`config.mk`:
```
export PLATFORM = sky130hd
export DESIGN_NAME = radix5_issue_sched
export DESIGN_NICKNAME = d
export VERILOG_FILES = /design/src/rtl/radix5_issue_sched_pkg.sv /design/src/rtl/radix5_issue_sched_frame_fifo.sv /design/src/rtl/radix5_issue_sched.sv
export SDC_FILE = /design/constraint.sdc
export NUM_CORES = 2
export LEC_CHECK = 0
export BUFFER_PORTS_ARGS = -buffer_cell sky130_fd_sc_hd__buf_2
export CAP_MARGIN = 20
export CORE_MARGIN = 2
export CORE_UTILIZATION = 28
export CTS_CLUSTER_DIAMETER = 200
export DETAILED_ROUTE_END_ITERATION = 7
export PLACE_DENSITY_LB_ADDON = 0.12
export SETUP_SLACK_MARGIN = 0.15
export SKIP_CTS_REPAIR_TIMING = 1
export SLEW_MARGIN = 25
export SYNTH_ARGS = -nofsm -noshare
export SYNTH_HDL_FRONTEND = slang
export SYNTH_HIERARCHICAL = 1
export SYNTH_SLANG_ARGS = --single-unit
```
`constraint.sdc`:
```
create_clock -name clk -period 12.15 [get_ports clk]
set_input_delay 0.6075 -clock clk [delete_from_list [all_inputs] [get_ports clk]]
set_output_delay 0.6075 -clock clk [all_outputs]
set_load 0.02 [all_outputs]
```
`src/rtl/radix5_issue_sched_pkg.sv`:
```
// radix5_pkg: shared sizes, complex/frame types and flat-bus slot packing
// helpers for the radix-5 issue scheduler.
package radix5_pkg;
  localparam int RADIX  = 5;
  localparam int IDX_W  = 3;
  localparam int CPLX_W = 32;  // component width carried by cplx_t; the top's W must match

  typedef struct packed {
    logic [CPLX_W-1:0] re;
    logic [CPLX_W-1:0] img;
  } cplx_t;

  typedef cplx_t [RADIX-1:0] frame_t;

  function automatic logic [RADIX*CPLX_W-1:0] slot_pack_re(input frame_t f);
    logic [RADIX*CPLX_W-1:0] v;
    v = '0;
    for (int k = 0; k < RADIX; k++) v[k*CPLX_W +: CPLX_W] = f[k].re;
    return v;
  endfunction

  function automatic logic [RADIX*CPLX_W-1:0] slot_pack_img(input frame_t f);
    logic [RADIX*CPLX_W-1:0] v;
    v = '0;
    for (int k = 0; k < RADIX; k++) v[k*CPLX_W +: CPLX_W] = f[k].img;
    return v;
  endfunction

  function automatic frame_t slot_unpack(input logic [RADIX*CPLX_W-1:0] re_flat,
                                         input logic [RADIX*CPLX_W-1:0] img_flat);
    frame_t f;
    for (int k = 0; k < RADIX; k++) begin
      f[k].re  = re_flat[k*CPLX_W +: CPLX_W];
      f[k].img = img_flat[k*CPLX_W +: CPLX_W];
    end
    return f;
  endfunction
endpackage

```
`src/rtl/radix5_issue_sched_frame_fifo.sv`:
```
// radix5_frame_fifo: DEPTH-deep store of whole result frames, head frame
// readable combinationally; pointers carry an extra wrap bit.
module radix5_frame_fifo
  import radix5_pkg::*;
#(
  parameter int DEPTH = 4
) (
  input  logic   clk,
  input  logic   rst_n,
  input  logic   wr_en,
  input  frame_t wr_data,
  input  logic   rd_en,
  output logic   empty,
  output logic   full,
  output frame_t head
);
  localparam int AW = $clog2(DEPTH);

  frame_t         mem [DEPTH];
  logic [AW:0]    wr_ptr_reg;
  logic [AW:0]    rd_ptr_reg;

  always_ff @(posedge clk) begin
    if (wr_en) mem[wr_ptr_reg[AW-1:0]] <= wr_data;
  end

  always_ff @(posedge clk or negedge rst_n) begin
    if (!rst_n) begin
      wr_ptr_reg <= '0;
      rd_ptr_reg <= '0;
    end else begin
      if (wr_en) wr_ptr_reg <= wr_ptr_reg + (AW+1)'(1);
      if (rd_en) rd_ptr_reg <= rd_ptr_reg + (AW+1)'(1);
    end
  end

  assign empty = (wr_ptr_reg == rd_ptr_reg);
  assign full  = (wr_ptr_reg[AW] != rd_ptr_reg[AW]) &&
                 (wr_ptr_reg[AW-1:0] == rd_ptr_reg[AW-1:0]);
  assign head  = mem[rd_ptr_reg[AW-1:0]];
endmodule

```
`src/rtl/radix5_issue_sched.sv`:
```
// radix5_issue_sched: gathers 5-sample frames, issues them to a fixed-latency
// radix-5 datapath under credits, buffers and re-serialises the results.
// Optional statistics counters: define RADIX5_SCHED_STATS_EN.
module radix5_issue_sched
  import radix5_pkg::*;
#(
  parameter int W          = 32,
  parameter int DP_LAT     = 10,
  parameter int OUT_FRAMES = 4
) (
  input  logic             clk,
  input  logic             rst_n,
  input  logic [W-1:0]     in_re,
  input  logic [W-1:0]     in_img,
  input  logic             in_valid,
  output logic             in_ready,
  output logic [5*W-1:0]   dp_x_re,
  output logic [5*W-1:0]   dp_x_img,
  output logic             dp_issue,
  input  logic [5*W-1:0]   dp_y_re,
  input  logic [5*W-1:0]   dp_y_img,
  output logic [W-1:0]     out_re,
  output logic [W-1:0]     out_img,
  output logic             out_valid,
  input  logic             out_ready,
  output logic             busy
`ifdef RADIX5_SCHED_STATS_EN
  ,
  output logic [15:0]      stat_frames_issued,
  output logic [15:0]      stat_frames_out,
  output logic [15:0]      stat_credit_stalls
`endif
);
  localparam int CRED_W = $clog2(OUT_FRAMES + 1);

  logic [IDX_W-1:0]      load_idx_reg;
  logic                  frame_full_reg;
  cplx_t [RADIX-2:0]     load_bank_reg;
  frame_t                issue_bank_reg;
  logic [CRED_W-1:0]     credits_reg;
  logic [DP_LAT-1:0]     vline_reg;
  logic [IDX_W-1:0]      out_idx_reg;

  logic   in_hs, out_hs, pop, last_load, capture;
  logic   fifo_empty, fifo_full;
  frame_t fifo_head;
  cplx_t  in_sample, head_slot;

  assign in_sample = {in_re, in_img};
  assign dp_issue  = frame_full_reg && (credits_reg != '0);
  assign in_ready  = !frame_full_reg || dp_issue;
  assign in_hs     = in_valid && in_ready;
  assign last_load = (load_idx_reg == IDX_W'(RADIX-1));
  assign capture   = vline_reg[DP_LAT-1];
  assign out_valid = !fifo_empty;
  assign out_hs    = out_valid && out_ready;
  assign pop       = out_hs && (out_idx_reg == IDX_W'(RADIX-1));
  assign busy      = frame_full_reg || (load_idx_reg != '0) || (vline_reg != '0) || !fifo_empty;

  // Slot 4 goes straight into the issue bank together with slots 0..3, so the
  // load bank is free to take the next frame while dp_x_* is presented.
  always_ff @(posedge clk or negedge rst_n) begin
    if (!rst_n) begin
      load_idx_reg   <= '0;
      frame_full_reg <= 1'b0;
      load_bank_reg  <= '0;
      issue_bank_reg <= '0;
    end else begin
      if (in_hs) begin
        if (last_load) begin
          load_idx_reg   <= '0;
          issue_bank_reg <= {in_sample, load_bank_reg};
        end else begin
          load_idx_reg <= load_idx_reg + IDX_W'(1);
          for (int k = 0; k < RADIX-1; k++)
            if (load_idx_reg == IDX_W'(k)) load_bank_reg[k] <= in_sample;
        end
      end
      if (in_hs && last_load) frame_full_reg <= 1'b1;
      else if (dp_issue)      frame_full_reg <= 1'b0;
    end
  end

  always_ff @(posedge clk or negedge rst_n) begin
    if (!rst_n) begin
      credits_reg <= CRED_W'(OUT_FRAMES);
      vline_reg   <= '0;
      out_idx_reg <= '0;
    end else begin
      if (dp_issue && !pop)      credits_reg <= credits_reg - CRED_W'(1);
      else if (pop && !dp_issue) credits_reg <= credits_reg + CRED_W'(1);
      vline_reg <= (vline_reg << 1) | DP_LAT'(dp_issue);
      if (out_hs) out_idx_reg <= pop ? '0 : out_idx_reg + IDX_W'(1);
    end
  end

  radix5_frame_fifo #(.DEPTH(OUT_FRAMES)) u_fifo (
    .clk     (clk),
    .rst_n   (rst_n),
    .wr_en   (capture),
    .wr_data (slot_unpack(dp_y_re, dp_y_img)),
    .rd_en   (pop),
    .empty   (fifo_empty),
    .full    (fifo_full),
    .head    (fifo_head)
  );

  always_comb begin
    head_slot = fifo_head[0];
    for (int k = 1; k < RADIX; k++)
      if (out_idx_reg == IDX_W'(k)) head_slot = fifo_head[k];
  end

  assign out_re   = out_valid ? head_slot.re  : '0;
  assign out_img  = out_valid ? head_slot.img : '0;
  assign dp_x_re  = slot_pack_re(issue_bank_reg);
  assign dp_x_img = slot_pack_img(issue_bank_reg);

  // Credits guarantee a free FIFO entry at every tap cycle.
  a_no_capture_when_full: assert property (@(posedge clk) disable iff (!rst_n)
                                           !(capture && fifo_full));

`ifdef RADIX5_SCHED_STATS_EN
  always_ff @(posedge clk or negedge rst_n) begin
    if (!rst_n) begin
      stat_frames_issued <= '0;
      stat_frames_out    <= '0;
      stat_credit_stalls <= '0;
    end else begin
      if (dp_issue) stat_frames_issued <= stat_frames_issued + 16'd1;
      if (pop)      stat_frames_out    <= stat_frames_out + 16'd1;
      if (frame_full_reg && (credits_reg == '0))
        stat_credit_stalls <= stat_credit_stalls + 16'd1;
    end
  end
`endif
endmodule

```
# Word level (Yosys, flattened, before mapping)
# Memory sizes are Yosys's and may differ from the RTL's.
# Cells that the tools add are included.
[totals]
ff_bits = 602
in_bits = 388
latch_bits = 0
mem_bits_ro = 0
ram_bits = 1280
out_inout_bits = 388
wordCells = 83
memories = 1
[op_classes]
mul = 0
n_eq_ne = 9
reduce_logical = 26
mux = 14
n_bitwise = 2
n_shift = 0
addsub = 6
div = 0
order_cmp = 0
[mem_list]
columns = ["name", "depth", "word_bits", "rd", "rd_ports_with_merged_regs", "write_ports", "line_no", "rtl"]
rows = [
  ["u_fifo.mem", 4, 320, 1, 0, 1, "radix5_issue_sched_frame_fifo.sv:19", "frame_t mem [DEPTH];"],
]
[op_table]
columns = ["cell", "n"]
rows = [
  ["two-way mux 64 bit", 4],
  ["two-way mux 32 bit", 2],
  ["adder 3 x 1 -> 3 bit, second input constant", 5],
  ["equality test 3 x 2 -> 1 bit, second input constant", 4],
  ["two-way mux 3 bit", 4],
  ["AND reduction 3 bit", 4],
  ["bitwise OR 10 x 1 -> 10 bit", 1],
  ["nonzero test 10 bit", 1],
  ["logical AND 1 bit", 7],
  ["equality test 3 x 1 -> 1 bit, second input constant", 2],
  ["equality test 3 bit, second input constant", 2],
  ["nonzero test 3 bit", 2],
  ["logical NOT 1 bit", 4],
  ["logical OR 1 bit", 4],
  ["two-way mux 1 bit", 4],
  ["nonzero test 2 bit", 2],
  ["equality test 3 bit", 1],
  ["logical NOT 3 bit", 1],
  ["subtractor 3 x 1 -> 3 bit, second input constant", 1],
  ["AND reduction 2 bit", 1],
  ["NOT 1 bit", 1],
]

# Logic depth before layout (Yosys ltp)
[logic_depth]
depth_word = 7
ltp_mapped = 12
mapped_depth_nobuf = 10

# Cells and area by module
# The synthesis kept the hierarchy.
[by_module_without_submodules]
columns = ["module", "cells_per_inst", "n_inst", "seq_area_each_um2", "area_each_um2"]
rows = [
  ["radix5_frame_fifo", 1702, 1, 38587.0, 46539.6],
  ["radix5_issue_sched", 1687, 1, 14915.6, 26230.2],
]

# Worst setup path after synthesis
# OpenSTA, ideal clock, no wires.
[synth_path]
path_type = "register to register"
from = "register u_fifo.wr_ptr_reg[0]"
to = "memory u_fifo/mem[2][0] in the netlist's numbering, enable pin"
path_buffers = 0
period_less_slack_ns = 8.599
path_stages_with_launch = 4
setup_time_ns = 0.724
setup_slack_ns = 3.551
t_required_ns = 11.426
arrival_ns = 7.875
path_cell_list = "dfrtp_1 > inv_1 > ha_1 > and2_1"
[synth_lines]
columns = ["element", "line_no", "rtl"]
rows = [
  ["start: declaration", "radix5_issue_sched_frame_fifo.sv:20", "logic [AW:0] wr_ptr_reg;"],
  ["start signal: assignment", "radix5_issue_sched_frame_fifo.sv:32", "if (wr_en) wr_ptr_reg <= wr_ptr_reg + (AW+1)'(1);"],
  ["end: declaration", "radix5_issue_sched_frame_fifo.sv:19", ""],
]
# Straight into the memory's write port.

==> qor.txt <==
fill cell total of the finished layout = 24600
routed length per instance = 25.2 µm
reg-to-reg slack, setup = 8200 ps
crit-path cells = buf_4 -> buf_6 -> buf_4 -> mux4_2 -> and3_1 -> a31oi_1 -> o22ai_1 -> buf_2
cell area after technology mapping = 72800 µm²
sequential share of power = 0.503
Die Footprint = 264000 µm²
worst reg2reg startpoint = u_fifo/wr_ptr_reg[1]$_DFFE_PN0P_
post-layout power = 13.7 mW
CTS clock-pin slew for the worst setup and hold paths = 60 ps
Die X = 514 µm
number of flip-flops under the largest register name = 1280
clock tree from TritonCTS = built
Mapped Nets = 3793
vias per cell = 4.57
area of all placed cells without fillers = 90200 µm²
Post-DP HPWL = 124000 µm
final layout net count = 4961
area growth from synthesis to layout = 24.0%
Tcrit/Tclk final = 0.491
setup tns final = 0 ps
Layout Utilization = 0.348
Hold Crit Endpoint = load_bank_reg[199]$_DFFE_PN0P_
RSZ-0062 raised after global routing = false
number of cells produced by synthesis = 3388
maximum fanout count along the critical path = 45
buffers from clock root to sink, at most = 3
length in cells of the worst reg-to-reg path = 6
num ports = 776
via count of the first global-routing pass = 37700
clock root buffer = sky130_fd_sc_hd__clkbuf_16
Tightest Pin Transition = 1110 ps
routed vias = 37300
cts bufs inserted = 212
status = finished clean
Worst slew margin = 0.259
cell seen most often among critical-path stages = sky130_fd_sc_hd__buf_4
area used by multi-input combinational logic = 17600 µm²
setup violators final = 0
starting density of the core = 0.281
pin count of the biggest net entering global routing = 140
nature of the critical path endpoint = primary output
switching power summed over all nets = 2.87 mW
total routed wirelength = 205000 µm
detailed router's first-iteration violation count = 2239
number of instances in the placed design = 7423
area after detailed placement = 79800 µm²
sinks on the clock net = 1882
final weighted congestion in routability-driven placement = 0.704
hold crit path type = input port to flip-flop
final count of hold timing violations = 0
kind of critical path = flip-flop to primary output
number of standard cells in the layout, taps in and fillers out = 8166
fraction of met2 tracks used by global routing = 0.233
Max stage delay on crit path = 950 ps
Worst EP required = 11540 ps
floorplan die height = 514 µm
number of detailed-routing iterations run before antenna repair = 7
sequential cell area = 53500 µm²
ratio of total power to cell area = 151 nW/µm²
MaxCap Viol Count = 0
share of total power consumed by net switching = 0.210
maximum vdd drop = 0.125 mV
crit path max-delay cell type = sky130_fd_sc_hd__dfrtp_4
global routing usage on met1 = 0.206
met3 capacity usage during global routing = 0.0561
Worst R2R End = u_fifo/mem[1][86]$_DFFE_PP_
Synth warnings = 6
share of total power in combinational logic = 0.024
number of placement rows = 187
critical hold path startpoint = in_img[7]
relative contribution of the clock network to total power = 0.473
count of nets left with antenna violations after detail routing = 0
Clock Latency Late Sink = 830 ps
Data arrival, critical path = 5360 ps
area of the core region = 259000 µm²
kind of start point of the critical path = flip-flop
aggregate global-route resource usage = 0.152
global-route wire length before repair = 292000 µm
internal power of the cells = 10.8 mW
Final Slew Violations = 0
Clock H-tree levels = 4
leakage component of the power = 34.7 nW
global route hottest layer = met2
Port Buf Inserts = 775
layout cell share with drive strength beyond 1 = 0.436
Worst Skew = 61.0 ps
Post-Syn Area per Cell = 21.5 µm²
Highest Clock Rate = 168 MHz
crit path time final = 5970 ps
DRC violation count after routing = 0
number of cells on the worst hold path = 2
total global routing overflow = 0
number of antenna violations at the first check in global routing = 88
==> power by group through the flow <==
stage | sequential, mW | combinational [mW] | clock [mW]
final | 6.87 | 0.326 | 6.46
after global routing | 6.86 | 0.360 | 6.95
after CTS | 6.86 | 0.237 | 6.70
after detailed placement | 6.99 | 0.237 | 0
after global placement | 6.99 | 0.232 | 0
after floorplan | 6.99 | 0.0242 | 0
==> metrics by stage <==
stage               hold slack (ps)  setup slack (ps)
detailed placement              363              6390
finish                         93.0              6180
floorplan                       312              3550
global placement                363              6350
global route                   29.8              5540
CTS                            -203              5430
==> cell usage in the layout (no fill, tap or decap), drive strengths merged, types with 64 or more instances in the layout <==
cell         instances
edfxtp            1280
buf                832
dfrtp              601
mux2               579
dlygate4sd3        321
mux4               320
clkbuf             289
clkinv              79
a31oi               64
nor2                64
==> cell type report <==
class                      instances  area share
sequential                      1882       0.593
multi-input combinational       1293       0.195
timing repair buffer            1153      0.0852
clock buffer                     289      0.0653
tap                             3402      0.0472
clock inverter                   104      0.0131
antenna                           29    0.000804
inverter                          14    0.000582
==> layer usage <==
| metal | vias up | part of all wire |
|---|---|---|
| li1 | 16100 | - |
| met1 | 19700 | 0.46 |
| met2 | 1063 | 0.45 |
| met3 | 353 | 0.069 |
| met4 | 84 | 0.018 |
| met5 | - | 0.0025 |
==> worst max-delay path by stage <==
stage,startpoint,to,slack [ps],cells past startpoint
global route,u_fifo/rd_ptr_reg[0]$_DFFE_PN0P_,out_img[7],5540,8
CTS,u_fifo/rd_ptr_reg[0]$_DFFE_PN0P_,out_re[25],5430,8
floorplan,u_fifo/wr_ptr_reg[0]$_DFFE_PN0P_,u_fifo/mem[2][0]$_DFFE_PP_,3550,3
finish,u_fifo/rd_ptr_reg[0]$_DFFE_PN0P_,out_img[9],6180,8
detailed placement,u_fifo/rd_ptr_reg[0]$_DFFE_PN0P_,out_re[25],6390,8
global placement,u_fifo/rd_ptr_reg[0]$_DFFE_PN0P_,out_re[25],6350,8
==> worst max-delay path, delay by kind of cell, from the launching register on <==
kind | cells | cell delay (ps)
flip-flops | 1 | 950
buffers and inverters | 4 | 2350
multiplexers | 1 | 580
AND/OR/NAND/NOR | 1 | 170
AO/OA/AOI/OAI | 2 | 330
Power figures use the tool's default switching activity.
